`src/rtl/mem_access_unit_pkg.sv`:
```
// Shared definitions for the memory access unit: op codes, address map,
// FSM state encoding and the store-lane helpers.
package mem_access_unit_pkg;

    // M_MemOp encodings; anything outside 1..8 behaves as no operation.
    localparam logic [3:0] OP_NONE = 4'd0;
    localparam logic [3:0] OP_LW   = 4'd1;
    localparam logic [3:0] OP_LH   = 4'd2;
    localparam logic [3:0] OP_LHU  = 4'd3;
    localparam logic [3:0] OP_LB   = 4'd4;
    localparam logic [3:0] OP_LBU  = 4'd5;
    localparam logic [3:0] OP_SW   = 4'd6;
    localparam logic [3:0] OP_SH   = 4'd7;
    localparam logic [3:0] OP_SB   = 4'd8;

    // Address map: data memory starts at zero, device window is word-only.
    localparam logic [31:0] DM_LAST  = 32'h0000_2FFF;
    localparam logic [31:0] DEV_BASE = 32'h0000_7F00;
    localparam logic [31:0] DEV_LAST = 32'h0000_7F1B;
    // Timer count registers are read-only.
    localparam logic [31:0] RO_CNT0  = 32'h0000_7F08;
    localparam logic [31:0] RO_CNT1  = 32'h0000_7F18;

    // FSM state encoding.
    localparam logic [1:0] ST_IDLE  = 2'd0;
    localparam logic [1:0] ST_BUSY  = 2'd1;
    localparam logic [1:0] ST_DONE  = 2'd2;
    localparam logic [1:0] ST_DRAIN = 2'd3;

    typedef enum logic [1:0] {
        W_BYTE = 2'd0,
        W_HALF = 2'd1,
        W_WORD = 2'd2
    } width_e;

    // Access width of an op; no-op codes report word (they never issue).
    function automatic width_e op_width(input logic [3:0] op);
        case (op)
            OP_LH, OP_LHU, OP_SH: return W_HALF;
            OP_LB, OP_LBU, OP_SB: return W_BYTE;
            default:              return W_WORD;
        endcase
    endfunction

    // Byte enables on the bus; loads always read the full word.
    function automatic logic [3:0] store_be(input logic [3:0] op, input logic [1:0] lo);
        case (op)
            OP_SH:   return lo[1] ? 4'b1100 : 4'b0011;
            OP_SB:   return 4'b0001 << lo;
            default: return 4'b1111;
        endcase
    endfunction

    // Store data replicated across lanes so the byte enables pick the lane.
    function automatic logic [31:0] store_data(input logic [3:0] op, input logic [31:0] wdata);
        case (op)
            OP_SW:   return wdata;
            OP_SH:   return {2{wdata[15:0]}};
            OP_SB:   return {4{wdata[7:0]}};
            default: return 32'h0;
        endcase
    endfunction

endpackage

```
`src/rtl/mem_access_unit_if.sv`:
```
// Data-memory / device bus between the access unit (master) and memory (slave).
// Handshake: the master raises bus_req with addr/we/be/wdata stable and keeps
// them stable until it samples bus_ack=1 on a rising edge; that edge completes
// the transfer and bus_rdata is valid in the same cycle as bus_ack. The slave
// must not assert bus_ack while bus_req is low; the master ignores it if it does.
interface mem_access_unit_if;
    logic        bus_req;
    logic        bus_we;
    logic [31:0] bus_addr;
    logic [3:0]  bus_be;
    logic [31:0] bus_wdata;
    logic        bus_ack;
    logic [31:0] bus_rdata;

    modport master (
        output bus_req, bus_we, bus_addr, bus_be, bus_wdata,
        input  bus_ack, bus_rdata
    );

    modport slave (
        input  bus_req, bus_we, bus_addr, bus_be, bus_wdata,
        output bus_ack, bus_rdata
    );
endinterface

```
`src/rtl/mem_load_ext.sv`:
```
// Load data extraction: picks the byte/half addressed by addr[1:0] out of the
// returned word and sign- or zero-extends it to 32 bits.
module mem_load_ext
    import mem_access_unit_pkg::*;
(
    input  logic [3:0]  op,
    input  logic [1:0]  addr,
    input  logic [31:0] rdata,
    output logic [31:0] data
);

    logic [7:0]  sel_byte;
    logic [15:0] sel_half;

    // Lane select then extension; non-load ops produce zero.
    always_comb begin
        sel_byte = rdata[{addr, 3'b000} +: 8];
        sel_half = addr[1] ? rdata[31:16] : rdata[15:0];
        case (op)
            OP_LW:   data = rdata;
            OP_LH:   data = {{16{sel_half[15]}}, sel_half};
            OP_LHU:  data = {16'h0, sel_half};
            OP_LB:   data = {{24{sel_byte[7]}}, sel_byte};
            OP_LBU:  data = {24'h0, sel_byte};
            default: data = 32'h0;
        endcase
    end

endmodule

```
`src/rtl/mem_access_unit.sv`:
```
// M-stage memory access unit: decodes address exceptions combinationally,
// runs one bus transfer per access and stalls the pipeline until it completes.
// Result is presented on M_DMRD for exactly one cycle (DONE).
module mem_access_unit
    import mem_access_unit_pkg::*;
(
    input  logic        clk,
    input  logic        reset,
    input  logic        Req,
    input  logic [3:0]  M_MemOp,
    input  logic [31:0] M_Addr,
    input  logic [31:0] M_WData,
    output logic [31:0] M_DMRD,
    output logic        M_Stall,
    output logic        M_ExcAdEL,
    output logic        M_ExcAdES,
    output logic [1:0]  state_dbg,
    mem_access_unit_if.master bus
);

    logic [1:0]  state;
    logic        req_q;
    logic        we_q;
    logic [31:0] addr_q;
    logic [3:0]  be_q;
    logic [31:0] wdata_q;
    logic [3:0]  op_q;
    logic [1:0]  lo_q;
    logic [31:0] data_q;
    logic [31:0] ext_data;

    logic   is_load;
    logic   is_store;
    width_e width;
    logic   in_dm;
    logic   in_dev;
    logic   misaligned;
    logic   addr_err;
    logic   issue;

    // Address decode and exception classification for the op in M.
    always_comb begin
        is_load    = (M_MemOp >= OP_LW) && (M_MemOp <= OP_LBU);
        is_store   = (M_MemOp >= OP_SW) && (M_MemOp <= OP_SB);
        width      = op_width(M_MemOp);
        in_dm      = (M_Addr <= DM_LAST);
        in_dev     = (M_Addr >= DEV_BASE) && (M_Addr <= DEV_LAST);
        misaligned = ((width == W_WORD) && (M_Addr[1:0] != 2'b00)) ||
                     ((width == W_HALF) && M_Addr[0]);
        addr_err   = misaligned ||
                     (!in_dm && !in_dev) ||
                     (in_dev && (width != W_WORD)) ||
                     (is_store && ((M_Addr == RO_CNT0) || (M_Addr == RO_CNT1)));
    end

    // An access starts only from IDLE, with a clean address and no flush.
    assign issue = reset && (state == ST_IDLE) && (is_load || is_store) && !addr_err && !Req;

    assign M_ExcAdEL = reset && is_load && addr_err;
    assign M_ExcAdES = reset && is_store && addr_err;
    assign M_Stall   = reset && ((state == ST_BUSY) || (state == ST_DRAIN) || issue);
    assign M_DMRD    = (state == ST_DONE) ? data_q : 32'h0;
    assign state_dbg = state;

    assign bus.bus_req   = req_q;
    assign bus.bus_we    = we_q;
    assign bus.bus_addr  = addr_q;
    assign bus.bus_be    = be_q;
    assign bus.bus_wdata = wdata_q;

    mem_load_ext u_load_ext (
        .op    (op_q),
        .addr  (lo_q),
        .rdata (bus.bus_rdata),
        .data  (ext_data)
    );

    // Transfer FSM plus bus and result registers; reset aborts at once.
    always_ff @(posedge clk) begin
        if (!reset) begin
            state   <= ST_IDLE;
            req_q   <= 1'b0;
            we_q    <= 1'b0;
            addr_q  <= 32'h0;
            be_q    <= 4'h0;
            wdata_q <= 32'h0;
            op_q    <= OP_NONE;
            lo_q    <= 2'b00;
            data_q  <= 32'h0;
        end else begin
            case (state)
                ST_IDLE: begin
                    if (issue) begin
                        state   <= ST_BUSY;
                        req_q   <= 1'b1;
                        we_q    <= is_store;
                        addr_q  <= {M_Addr[31:2], 2'b00};
                        be_q    <= store_be(M_MemOp, M_Addr[1:0]);
                        wdata_q <= store_data(M_MemOp, M_WData);
                        op_q    <= M_MemOp;
                        lo_q    <= M_Addr[1:0];
                    end
                end
                ST_BUSY: begin
                    if (bus.bus_ack) begin
                        req_q <= 1'b0;
                        if (Req) begin
                            // Flushed in the completing cycle: drop the data.
                            state <= ST_IDLE;
                        end else begin
                            state  <= ST_DONE;
                            data_q <= ext_data;
                        end
                    end else if (Req) begin
                        state <= ST_DRAIN;
                    end
                end
                ST_DONE: begin
                    state <= ST_IDLE;
                end
                ST_DRAIN: begin
                    // Transfer must finish on the bus even though its result is discarded.
                    if (bus.bus_ack) begin
                        req_q <= 1'b0;
                        state <= ST_IDLE;
                    end
                end
                default: begin
                    state <= ST_IDLE;
                end
            endcase
        end
    end

endmodule

```
`src/flat_wrapper.sv`:
```
// flat-port wrapper written by rule: the top's interface ports become plain ports
module mem_access_unit_flat import mem_access_unit_pkg::*;
  (clk, reset, Req, M_MemOp, M_Addr, M_WData, M_DMRD, M_Stall, M_ExcAdEL, M_ExcAdES, state_dbg, bus_bus_req, bus_bus_we, bus_bus_addr, bus_bus_be, bus_bus_wdata, bus_bus_ack, bus_bus_rdata);
  mem_access_unit_if bus_i ();
  input  logic clk;
  input  logic reset;
  input  logic Req;
  input  logic [3:0] M_MemOp;
  input  logic [31:0] M_Addr;
  input  logic [31:0] M_WData;
  output logic [31:0] M_DMRD;
  output logic M_Stall;
  output logic M_ExcAdEL;
  output logic M_ExcAdES;
  output logic [1:0] state_dbg;
  output wire logic [$bits(bus_i.bus_req)-1:0] bus_bus_req;
  output wire logic [$bits(bus_i.bus_we)-1:0] bus_bus_we;
  output wire logic [$bits(bus_i.bus_addr)-1:0] bus_bus_addr;
  output wire logic [$bits(bus_i.bus_be)-1:0] bus_bus_be;
  output wire logic [$bits(bus_i.bus_wdata)-1:0] bus_bus_wdata;
  input wire logic [$bits(bus_i.bus_ack)-1:0] bus_bus_ack;
  input wire logic [$bits(bus_i.bus_rdata)-1:0] bus_bus_rdata;
  assign bus_bus_req = bus_i.bus_req;
  assign bus_bus_we = bus_i.bus_we;
  assign bus_bus_addr = bus_i.bus_addr;
  assign bus_bus_be = bus_i.bus_be;
  assign bus_bus_wdata = bus_i.bus_wdata;
  assign bus_i.bus_ack = bus_bus_ack;
  assign bus_i.bus_rdata = bus_bus_rdata;
  mem_access_unit u_core (.clk(clk), .reset(reset), .Req(Req), .M_MemOp(M_MemOp), .M_Addr(M_Addr), .M_WData(M_WData), .M_DMRD(M_DMRD), .M_Stall(M_Stall), .M_ExcAdEL(M_ExcAdEL), .M_ExcAdES(M_ExcAdES), .state_dbg(state_dbg), .bus(bus_i));
endmodule
```
`config.mk`:
```
export PLATFORM = sky130hd
export DESIGN_NAME = mem_access_unit_flat
export DESIGN_NICKNAME = d
export VERILOG_FILES = /design/src/rtl/mem_access_unit_pkg.sv /design/src/rtl/mem_access_unit_if.sv /design/src/rtl/mem_load_ext.sv /design/src/rtl/mem_access_unit.sv /design/src/flat_wrapper.sv
export SDC_FILE = /design/constraint.sdc
export NUM_CORES = 1
export LEC_CHECK = 0
export BUFFER_PORTS_ARGS = -buffer_cell sky130_fd_sc_hd__buf_2
export CORE_ASPECT_RATIO = 0.5
export CORE_MARGIN = 4
export CORE_UTILIZATION = 35
export DETAILED_ROUTE_END_ITERATION = 12
export PLACE_DENSITY = 0.66
export SLEW_MARGIN = 20
export SYNTH_ARGS = -nofsm -noshare
export SYNTH_HDL_FRONTEND = slang
export SYNTH_SLANG_ARGS = --single-unit
```
`constraint.sdc`:
```
create_clock -name clk -period 5.77 [get_ports clk]
set_input_delay 0.2885 -clock clk [delete_from_list [all_inputs] [get_ports clk]]
set_output_delay 0.2885 -clock clk [all_outputs]
set_load 0.005 [all_outputs]
```
After elaboration in Yosys (flattened, before gate mapping)
Cells that the tools add are included.
Widths: inputs -> output; s select.
{"block": "op_classes", "magnitude_cmp": 7, "eq_ne": 24, "shifts": 2, "muxes": 16, "bitwise_logic": 1, "reduce_logical": 39}
{"op": "$pmux 32 s5", "count": 1}
{"op": "$pmux 32 s3", "count": 1}
{"op": "$eq 32x15->1 const B", "count": 2}
{"op": "$ge 32x15->1 const B", "count": 1}
{"op": "$le 32x14->1 const B", "count": 1}
{"op": "$le 32x15->1 const B", "count": 1}
{"op": "$mux 32", "count": 1}
{"op": "$shiftx 32x6->8", "count": 1}
{"op": "$eq 4x3->1 const B", "count": 6}
{"op": "$logic_and 1x1->1", "count": 17}
{"op": "$eq 4x2->1 const B", "count": 4}
{"op": "$mux 16", "count": 1}
{"op": "$mux 2", "count": 5}
{"op": "$reduce_and 3->1", "count": 3}
{"op": "$logic_or 1x1->1", "count": 8}
{"op": "$pmux 2 s4", "count": 1}
{"op": "$pmux 4 s2", "count": 1}
{"op": "$eq 2x2->1 const B", "count": 3}
{"op": "$reduce_or 3->1", "count": 2}
{"op": "$eq 2x1->1 const B", "count": 2}
{"op": "$eq 4x1->1 const B", "count": 1}
{"op": "$eq 4x4->1 const B", "count": 1}
{"op": "$ge 4x1->1 const B", "count": 1}
{"op": "$ge 4x3->1 const B", "count": 1}
{"op": "other kinds (16)", "count": 23}
{"block": "totals", "reg_bits": 108, "in_bits": 104, "output_inout_bits": 107, "wordCells": 98}

Logic depth before layout (Yosys ltp)
Gate-level depths: netlist of run 1.
{"block": "logic_depth", "depth_word": 14, "depth_mapped": 10, "mapped_depth_nobuf": 5}

Modules after synthesis
Synthesis of run 1 repeated with hierarchy kept, for this count alone.
{"block": "unflattened", "cells_unflattened": 670, "hier_area_um2": 5449.0}
{"module": "mem_access_unit", "instances": 1, "cells_each": 580, "area_per_inst_um2": 4845.9, "seq_area_each_um2": 2162.1}
{"module": "mem_load_ext", "instances": 1, "cells_each": 90, "area_per_inst_um2": 603.1, "seq_area_each_um2": 0.0}

Worst setup path before layout of run 1
OpenSTA, ideal clock, no wires.
{"block": "synth_timing", "path_type": "input-to-output", "start": "in M_MemOp[1]", "end": "out M_Stall", "t_arrival_ns": 2.084, "t_required_ns": 5.482, "slack_ns": 3.398, "cell_stages": 9, "path_buffers": 4, "path_cell_list": "buf_2 > or2_2 > a31o_1 > mux2i_1 > or4_1 > clkbuf_1 > buf_6 > buf_6 > a21boi_1"}
{"block": "synth_via", "elab_chain_len": 14, "elab_cells_between_ends": 33, "classes_between": "4 x order compare; 9 x eq/ne; 1 x mux; 19 x reduce/logical"}
{"element": "from (decl)", "line_no": "flat_wrapper.sv:8", "text": "input logic [3:0] M_MemOp;"}
{"element": "$eq 4x3->1 (tied with other cells)", "line_no": "mem_access_unit_pkg.sv:38", "text": "case (op)"}
{"element": "$reduce_or 3->1", "line_no": "mem_access_unit_pkg.sv:38"}
{"element": "$pmux 2 s2", "line_no": "mem_access_unit_pkg.sv:38"}
{"element": "$eq 2x2->1 / $eq 2x1->1 (equally long branches)", "line_no": "mem_access_unit.sv:48, mem_access_unit.sv:49"}
{"element": "$logic_and 1x1->1, on equally long branches", "line_no": "mem_access_unit.sv:48, mem_access_unit.sv:49"}
{"element": "$logic_or 1x1->1", "line_no": "mem_access_unit.sv:48", "text": "misaligned = ((width == W_WORD) && (M_Addr[1:0] != 2'b00)) ||"}
{"element": "$logic_or 1x1->1", "line_no": "mem_access_unit.sv:50", "text": "addr_err = misaligned ||"}
{"element": "$logic_or 1x1->1", "line_no": "mem_access_unit.sv:51", "text": "(!in_dm && !in_dev) ||"}
{"element": "$logic_or 1x1->1", "line_no": "mem_access_unit.sv:52", "text": "(in_dev && (width != W_WORD)) ||"}
{"element": "$logic_not 1->1", "line_no": "mem_access_unit.sv:57", "text": "assign issue = reset && (state == ST_IDLE) && (is_load || is_store) && !addr_err && !Req;"}
{"element": "$logic_and 1x1->1 (*) (2 in series)", "line_no": "mem_access_unit.sv:57"}
{"element": "$logic_or 1x1->1 (*)", "line_no": "mem_access_unit.sv:61", "text": "assign M_Stall = reset && ((state == ST_BUSY) || (state == ST_DRAIN) || issue);"}
{"element": "$logic_and 1x1->1 (*)", "line_no": "mem_access_unit.sv:61"}
{"element": "to (decl)", "line_no": "flat_wrapper.sv:12", "text": "output logic M_Stall;"}
Every way passes the cells marked *; elsewhere a longest branch is shown, timed or not.

Worst setup path in the final report of run 1
{"block": "layout_timing", "start": "reg u_core.state[1] (netlist: u_core.state_dbg[1])", "end": "reg u_core.data_q[28]"}
{"block": "layout_via", "elab_chain_len": 2}
{"element": "from (decl)", "line_no": "mem_access_unit.sv:21", "text": "logic [1:0] state;"}
{"element": "from (signal assigned)", "line_no": "mem_access_unit.sv:81", "text": "state <= ST_IDLE;"}
{"element": "from (signal assigned)", "line_no": "mem_access_unit.sv:94", "text": "state <= ST_BUSY;"}
{"element": "from (signal assigned)", "line_no": "mem_access_unit.sv:109", "text": "state <= ST_IDLE;"}
{"element": "$eq 2x1->1", "line_no": "mem_access_unit.sv:91", "text": "case (state)"}
{"element": "$reduce_and 3->1 (no source line)"}
{"element": "to (signal assigned)", "line_no": "mem_access_unit.sv:112", "text": "data_q <= ext_data;"}
{"element": "to (decl)", "line_no": "mem_access_unit.sv:29", "text": "logic [31:0] data_q;"}
No other way between the ends.
A chain may end at the register's enable or synchronous reset.

==> out/metrics.yaml, run 1 <==
gr-total-overflow: 0
syn_area_um2: 5320
die_width_um: 182
min_period_ns: 3.07
start_kind: "flop"
synthArstFlopShare_pct: 0
dp.final_hpwl_um: 11900
drt_iter0_markers: 335
cts_max_path_buffers: 2
worst-setup-path-type: "reg2reg"
first_global_vias: 4787
drv_slew: 0
final_common_cell: "buf_2"
grt_start_max_net_pins: 79
seq_power_share_pct: 49.3
fmax_ghz: 0.326
leakage_nw: 3.61
cts_setup_buffers: 0
numPortBuffers: 208
route.met3.wl_um: 1230
syn_to_final_growth_pct: 27.1
drive_above_1_share_pct: 32.2
layout_common_cells: "buf_2 (207), nand2_1 (156), dfxtp_1 (108)"
dieHeight_um: 95.1
hold_viol: 0
p_switching_mw: 0.368
setup_viol: 0
synth_sequential_area_ratio_pct: 40.7
outcome: "completed"
pin_count: 211
numCtsBuffers: 9
fp.coreArea_um2: 14700
arrival_ns: 3.36
dpl_cell_area_um2: 6410
ctsHoldBuffers: 0
cts_tree: "yes"
power_frac_comb_pct: 7.6
rsz0062_at_grt: "false"
hp-class: "in2reg"
gp_congestion: 0.824
period_share_pct: 53.2
p_int_mw: 1.14
dr.pass1.iters: 4
drv_cap: 0
drcViolationCount: 0
initial_core_util_pct: 36.3
drt-met1-wl_um: 7320
synth.distinct_cells: 51
ys.flop_type: "dfxtp_1"
wl_met2_um: 7210
htree_levels: 3
via_per_inst: 5.02
cp_slowest_cell: "a2111oi_2"
vias: 4975
fin_area_um2: 6750
avgSynthCellArea_um2: 8.67
power.density_nw_per_um2: 223
crit_path_cell_trace: "nor2_1 -> nand3_1 -> a2111oi_2 -> and2_0 -> a22o_1"
final.setup.tns_ns: 0
postSynthCellCount: 613
drt-total-wl_um: 16200
grt.total_usage_pct: 17.9
finalClockSkew_ns: 0.0104
ys_seq_elements: 108
cp_top_family: "simple AND/OR/NAND/NOR gates"
routedWlPerCell_um: 16.4
setup.worst_path.end_class: "flop"
crit_required_ns: 6.06
cp_num_buf_inv: 0
dieArea_um2: 17300
critPathMaxStageDelay_ns: 0.84
drtAntennaViolNets: 0
rows: 31
switching_share_pct: 24.4
nets: 891
grt_pass1_wl_um: 25100
tightest_slew_ns: 0.808
yosys_warnings: 0
antenna_found_initial: 1
synth_edf_count: 0
insertion_delay_ns: 0.35
cts_root_buf: "clkbuf_16"
vdd_drop_max_uv: 148
maxUsedRoutingLayer: "met5"
clock_sinks: 108
post_cts_resized: 0
clkSlewWorstSetupHoldPaths_ns: 0.08
relSlewSlack_pct: 46.1
p_clk_share_pct: 43.1
crit_fanout: 18
## flip-flops by register name (all words and copies together) (netlist names)
name                  cells
u_core.bus.bus_wdata     32
u_core.data_q            32
u_core.bus.bus_addr      30
u_core.bus.bus_be         4
u_core.op_q               4
u_core.lo_q               2
u_core.state_dbg          2
u_core.bus.bus_req        1
u_core.bus.bus_we         1
## synth_stat cells, types with 4 or more instances
cell,n,share of area [%]
nand2_1,156,11
dfxtp_1,108,41
mux2i_1,65,12
and2_1,33,3.9
clkbuf_1,33,2.3
a22o_1,31,5.1
o21ai_0,28,2.6
and3_1,18,2.1
a21o_1,17,2.4
mux2_2,15,3.2
a21boi_0,9,1.3
a21oi_1,9,0.85
nor2_1,9,0.64
a221oi_1,7,1.2
buf_2,7,0.66
buf_6,5,1.1
inv_1,5,0.35
nor3_1,4,0.38
nor3b_1,4,0.56
nor4_1,4,0.47
## logic make-up (layout without fill, tap and decap cells)
| logic type | Yosys count | after routing | share of synthesized area (%) |
|---|---|---|---|
| flip-flops | 108 | 108 | 40.7 |
| other | 1 | 3 | 0.0706 |
| AO/OA/AOI/OAI | 114 | 114 | 15.7 |
| buffers and inverters | 56 | 234 | 4.99 |
| XOR/XNOR | 1 | 1 | 0.165 |
| AND/OR/NAND/NOR | 252 | 252 | 22.6 |
| multiplexers | 81 | 81 | 15.8 |
## layer usage
metal / vias to the layer above / GRT usage (%)
li1: 2474 / -
met2: 163 / 28.2
met5: - / 0
met1: 2304 / 23.3
met4: 2 / 6.43
met3: 32 / 5.83
## final timing paths
check	endpoint	start	slack (ns)	cells after the start
hold reg to reg	u_core.bus.bus_be[3]	u_core.bus.bus_be[3]	0.46	2
setup reg to reg	u_core.data_q[28]	u_core.state_dbg[1]	2.70	5
hold / removal	u_core.bus.bus_addr[11]	M_Addr[11]	0.19	3
setup / recovery	u_core.data_q[28]	u_core.state_dbg[1]	2.70	5
## per-stage QoR
step	cells	hold slack, ns	power [mW]	util (%)	setup slack, ns
finish	991	0.194	1.51	46.1	2.70
global placement	973	0.443	0.873	43.7	2.58
CTS	989	0.177	1.53	45.9	2.55
detailed placement	973	0.449	0.874	43.7	2.54
global route	990	0.186	1.57	46.0	2.44
floorplan	614	0.427	0.816	-	3.40
## final cells by class
cell class / instances / area (um^2)
Antenna cell: 1 / 2.50
Clock buffer: 9 / 225
Clock inverter: 7 / 91.3
Fill cell: 1485 / 7910
Inverter: 5 / 18.8
Multi-Input combinational cell: 450 / 2910
Sequential cell: 108 / 2160
Tap cell: 198 / 248
Timing Repair Buffer: 213 / 1090
## power by group through the flow
stage          Combinational [mW]  Sequential, mW  Clock, mW
3_5_place_dp                0.112           0.762          0
3_3_place_gp                0.111           0.762          0
4_1_cts                     0.113           0.744      0.671
5_1_grt                     0.125           0.744      0.696
2_1_floorplan              0.0537           0.762          0
6_report                    0.114           0.744      0.651
## worst register-to-register path, delay by kind of cell, from the launching register on
family           cells  cell delay [ns]
flip-flops           1             0.33
AND/OR/NAND/NOR      3             1.61
AO/OA/AOI/OAI        2             1.08
(Power assumes the default switching activity.)
==> run 2, diff against run 1 <==
--- a/config.mk
+++ b/config.mk
@@ -10,7 +10,7 @@
 export CORE_MARGIN = 4
 export CORE_UTILIZATION = 35
 export DETAILED_ROUTE_END_ITERATION = 12
-export PLACE_DENSITY = 0.66
+export PLACE_DENSITY = 0.68
 export SLEW_MARGIN = 20
 export SYNTH_ARGS = -nofsm -noshare
 export SYNTH_HDL_FRONTEND = slang
==> constraint.sdc (replaced) <==
create_clock -name clk -period 2.6 [get_ports clk]
set_input_delay 0.13 -clock clk [delete_from_list [all_inputs] [get_ports clk]]
set_output_delay 0.13 -clock clk [all_outputs]
set_load 0.005 [all_outputs]
==> run 2 against run 1 <==
First-iteration DRC count grew 21%; register-to-register slack got worse by 2.0 ns; utilization up 0.22 points; critical path depth is 2 higher; global-route usage about the same; sequential power rose by 120%; hold slack got worse by 0.16 ns; die area did not move; sequential cell count unchanged; via count fell by 0.18%; routed wire length down 0.91%; largest cell class unchanged.
==> out/metrics.yaml, run 2 (synthesis gave the netlist of run 1 again) <==
antenna_found_initial: 1  # unchanged
drt-total-wl_um: 16100  # -0.91%
vdd_drop_max_uv: 320  # +120%
cts_tree: "yes"
hold_viol: 0  # unchanged
period_share_pct: 79.0
rows: 31  # unchanged
post_cts_resized: 0  # unchanged
grt_pass1_wl_um: 25100  # +0.11%
grt_start_max_net_pins: 61  # -23%
via_per_inst: 4.97  # -1.1%
ff2ff_setup_slack_ns: 0.74  # -1.96 ns
fp.coreArea_um2: 14700  # unchanged
cts_max_path_buffers: 2  # unchanged
nets: 901  # +1.1%
dieHeight_um: 95.1  # unchanged
finalClockSkew_ns: 0.00957  # -0.000808 ns
vias: 4966  # -0.18%
ctsHoldBuffers: 0  # unchanged
cts_root_buf: "clkbuf_16"
start_kind: "input pin"
endpoint: "M_Stall"
drv_slew: 0  # unchanged
startpoint: "M_MemOp[1]"
gr-total-overflow: 0  # unchanged
rr_worst_depth: 5  # unchanged
cts_setup_buffers: 0  # unchanged
tightest_slew_ns: 0.759  # -0.0490 ns
dpl_cell_area_um2: 6500  # +1.4%
dr.pass1.iters: 4  # unchanged
worst-setup-path-type: "in2out"
drcViolationCount: 0  # unchanged
antennaDiodeCount: 0  # -1
setup.worst_path.end_class: "output pin"
final_common_cell: "buf_2"
setup_viol: 0  # unchanged
dp.final_hpwl_um: 12100  # +1.2%
drt_iter0_markers: 406  # +21%
reg2reg_from: "u_core.op_q[2]"
clkSlewWorstSetupHoldPaths_ns: 0.07  # about the same
dieArea_um2: 17300  # unchanged
routedWlPerCell_um: 16.1  # -1.8%
r2r-end: "u_core.data_q[21]"
crit_required_ns: 2.47  # -3.59 ns
min_period_ns: 2.05
fill_cells: 1470  # -1.0%
clock_sinks: 108  # unchanged
outcome: "completed"
grt.total_usage_pct: 17.9  # +0.018 points
final.setup.tns_ns: 0  # unchanged
crit_fanout: 10  # -8
drtAntennaViolNets: 0  # unchanged
rsz0062_at_grt: "false"
hp-class: "in2reg"
die_width_um: 182  # unchanged
first_global_vias: 4693  # -2.0%
drv_cap: 0  # unchanged
insertion_delay_ns: 0.35  # about the same
drive_above_1_share_pct: 32.7  # +0.47 points
layout_common_cells: "buf_2 (207), nand2_1 (156), dfxtp_1 (108)"
initial_core_util_pct: 36.3  # unchanged
syn_to_final_growth_pct: 27.7
fin_area_um2: 6790  # +0.48%
leakage_nw: 3.64  # +0.90%
fmax_ghz: 0.487
numPortBuffers: 208  # unchanged
relSlewSlack_pct: 49.0  # +2.9 points
numCtsBuffers: 9  # unchanged
gp_congestion: 0.806  # -2.2%
htree_levels: 3  # unchanged
arrival_ns: 1.92  # -1.44 ns
pin_count: 211  # unchanged
power.density_nw_per_um2: 479  # +110%
## run 2: worst max-delay path, stage by stage
cell and delay (ns):
buf_2 0.17, and3b_1 0.35, nor2_1 0.26, o2bb2ai_1 0.13, or4_4 0.59, a21boi_1 0.15
buf_2 0.13
## run 2: cell type report
type                       count  area, um^2  share of cell area, %
sequential                   108        2160                   31.9
clock buffer                  10         229                   3.37
multi-input combinational    450        2910                   42.8
timing repair buffer         223        1170                   17.2
tap                          198         248                   3.65
inverter                       5        18.8                  0.277
clock inverter                 6        55.1                  0.811
## run 2: worst min path at each step
| stage | start | depth (start not counted) | end | slack [ns] |
|---|---|---|---|---|
| floorplan | M_Addr[10] | 2 | u_core.bus.bus_addr[10] | 0.27 |
| global placement | M_Addr[8] | 3 | u_core.bus.bus_addr[8] | 0.39 |
| detailed placement | M_Addr[8] | 3 | u_core.bus.bus_addr[8] | 0.39 |
| CTS | M_Addr[8] | 3 | u_core.bus.bus_addr[8] | 0.03 |
| global route | M_Addr[2] | 3 | u_core.bus.bus_addr[2] | 0.04 |
| finish | M_Addr[5] | 3 | u_core.bus.bus_addr[5] | 0.04 |
## run 2: routing by layer
layer  GRT usage [%]  wire length (um)  part of all wire, %  up-vias
li1                -                 -                    -     2493
met1            24.0              7330                   46     2300
met2            28.8              7230                   45      150
met3            5.41              1280                  8.0       21
met4            4.06               226                  1.4        2
met5               0                 7                0.044        -
## run 2: power by group
group | switching, mW | leakage (nW) | internal (mW)
logic | 0.145 | 2.63 | 0.111
clock network | 0.669 | 0.140 | 0.673
registers | 0.000000102 | 0.869 | 1.65
total | 0.814 | 3.64 | 2.44
## run 2: stage by stage
| step | hold slack (ns) | worst slack, ns | cells | total power [mW] | utilization, % |
|---|---|---|---|---|---|
| 5_1_grt | 0.0356 | 0.406 | 1000 | 3.39 | 46.3 |
| 4_1_cts | 0.0251 | 0.423 | 1000 | 3.28 | 46.3 |
| 3_5_place_dp | 0.393 | 0.392 | 984 | 1.94 | 44.3 |
| 2_1_floorplan | 0.269 | 0.545 | 614 | 1.81 | - |
| 6_report | 0.0380 | 0.546 | 1000 | 3.25 | 46.3 |
| 3_3_place_gp | 0.390 | 0.421 | 984 | 1.94 | 44.3 |
==> run 3, diff against run 2 <==
--- a/config.mk
+++ b/config.mk
@@ -10,7 +10,7 @@
 export CORE_MARGIN = 4
 export CORE_UTILIZATION = 35
 export DETAILED_ROUTE_END_ITERATION = 12
-export PLACE_DENSITY = 0.68
+export PLACE_DENSITY = 0.66
 export SLEW_MARGIN = 20
 export SYNTH_ARGS = -nofsm -noshare
 export SYNTH_HDL_FRONTEND = slang
==> constraint.sdc (replaced) <==
create_clock -name clk -period 1.9 [get_ports clk]
set_input_delay 0.095 -clock clk [delete_from_list [all_inputs] [get_ports clk]]
set_output_delay 0.095 -clock clk [all_outputs]
set_load 0.005 [all_outputs]
==> run 3 against run 2 <==
First-iteration DRC count fell by 31%; sequential share of layout area shrank 1.1 points; sequential cell count is the same; critical endpoint is now u_core.data_q[19]; register-to-register slack got worse by 0.67 ns.
==> out/metrics.yaml, run 3 (synthesis gave the netlist of run 1 again) <==
syn_to_final_growth_pct: 32.6
vias: 5042  # +1.5%
drt-total-wl_um: 16200  # +0.49%
ff2ff_setup_slack_ns: 0.07  # -0.67 ns
drcViolationCount: 0  # unchanged
p_total_mw: 4.49  # +38%
grt_start_max_net_pins: 86  # +41%
relSlewSlack_pct: 48.9  # -0.094 points
r2r-end: "u_core.data_q[19]"
vdd_drop_max_uv: 433  # +35%
clock_sinks: 108  # unchanged
numCtsBuffers: 9  # unchanged
final_util_pct: 48.1  # +1.8 points
start_kind: "flop"
setup.worst_path.end_class: "flop"
cts_tree: "yes"
crit_required_ns: 2.15  # -0.32 ns
routedWlPerCell_um: 15.8  # -1.8%
grtUsageMet3_pct: 4.54  # -0.88 points
use_met1_pct: 23.7  # -0.31 points
drt_iter0_markers: 280  # -31%
crit_fanout: 16  # +6
rr_worst_depth: 6  # +1
period_share_pct: 96.2
min_to: "u_core.bus.bus_addr[9]"
outcome: "completed"
numPortBuffers: 208  # unchanged
initial_core_util_pct: 36.3  # unchanged
hp-class: "in2reg"
die_width_um: 182  # unchanged
final_common_cell: "buf_2"
grt.total_usage_pct: 17.8  # -0.15 points
dr.pass1.iters: 4  # unchanged
layout_common_cells: "buf_2 (207), nand2_1 (156), dfxtp_1 (106)"
setup_viol: 0  # unchanged
min_period_ns: 1.83
layout_setup_ws_ns: 0.0727  # -0.474 ns
drive_above_1_share_pct: 35.0  # +2.4 points
arrival_ns: 2.08  # +0.16 ns
htree_levels: 3  # unchanged
hold_depth: 3  # unchanged
grtUsageMet2_pct: 29.1  # +0.34 points
first_global_vias: 4804  # +2.4%
rows: 31  # unchanged
clkSlewWorstSetupHoldPaths_ns: 0.08  # about the same
hold_viol: 0  # unchanged
fp.coreArea_um2: 14700  # unchanged
grt_pass1_wl_um: 24900  # -0.83%
drv_slew: 0  # unchanged
cts_root_buf: "clkbuf_16"
busiest_layer: "met2"
dp.final_hpwl_um: 12100  # +0.34%
insertion_delay_ns: 0.35  # about the same
drv_cap: 0  # unchanged
hold_path_startpoint: "M_Addr[9]"
power.density_nw_per_um2: 637  # +33%
finalClockSkew_ns: 0.00911  # -0.000466 ns
antennaDiodeCount: 0  # unchanged
worst-setup-path-type: "reg2reg"
antenna_found_initial: 0  # -1
leakage_nw: 3.77  # +3.5%
pin_count: 211  # unchanged
gr-total-overflow: 0  # unchanged
startpoint: "u_core.lo_q[0]"
fmax_ghz: 0.547
gp_congestion: 0.831  # +3.1%
tightest_slew_ns: 0.766  # +0.00725 ns
nets: 925  # +2.7%
via_per_inst: 4.93  # -0.75%
cts_max_path_buffers: 2  # unchanged
reg2reg_from: "u_core.lo_q[0]"
dieArea_um2: 17300  # unchanged
drtAntennaViolNets: 0  # unchanged
dieHeight_um: 95.1  # unchanged
dp_slack_ns: -0.199  # -0.591 ns
run 3: cell count changes in the layout (fill, tap and decap cells not counted), sizes merged:
cell,change
clkinvlp,+1
buf,+19
dlygate4sd3,+5
inv,-2
run 3: worst max-delay path, cell delays in order, from the launching register on:
cell and delay [ns]:
dfxtp_1 0.41, mux4_2 0.52, nand2_1 0.14, a21oi_1 0.10, buf_4 0.20, a21o_1 0.17
a22o_1 0.19
run 3: layer usage:
metal	wire length, um	vias to the layer above
met3	1030	15
met5	0	-
li1	-	2542
met4	227	0
met2	7450	146
met1	7450	2339
run 3: area by class of cell:
type                    instances  area, um^2
flip-flops and latches        108        2160
well taps                     198         248
fillers                      1463        7620
inverters                       5        18.8
repair buffers                247        1370
clock inverters                 5        45.0
clock buffers                  10         239
multi-input cells             450        2960
run 3: how the worst max path moves through the flow:
stage / endpoint / slack (ns) / depth (start not counted)
floorplan: u_core.data_q[17] / 0.004 / 7
global placement: u_core.bus.bus_addr[25] / -0.18 / 7
detailed placement: u_core.bus.bus_addr[22] / -0.20 / 7
CTS: M_Stall / 0.007 / 5
global route: u_core.data_q[22] / -0.004 / 6
finish: u_core.data_q[19] / 0.07 / 6
run 3: repair_timing:
action,CTS,global route
endpoints found under the setup margin,1,74
endpoints found under the hold margin,5,0
setup buffers,3,0
cloned,0,0
hold buffers,5,0
pin swaps,2,1
gates resized for setup,3,7
run 3: through the flow:
stage / hold WS [ns] / TNS [ns] / cells / area (um^2)
floorplan: 0.234 / 0 / 614 / 5360
detailed placement: 0.361 / -9.27 / 1001 / 6660
CTS: 0.0000301 / 0 / 1023 / 7010
global route: 0.0156 / -0.00819 / 1023 / 7050
global placement: 0.352 / -8.74 / 1001 / 6660
finish: 0.00882 / 0 / 1023 / 7050
run 3: report_power, final:
part / switching (mW) / internal (mW)
Clock: 0.904 / 0.939
Combinational: 0.208 / 0.176
Sequential: 0.000000145 / 2.26
Total: 1.11 / 3.38
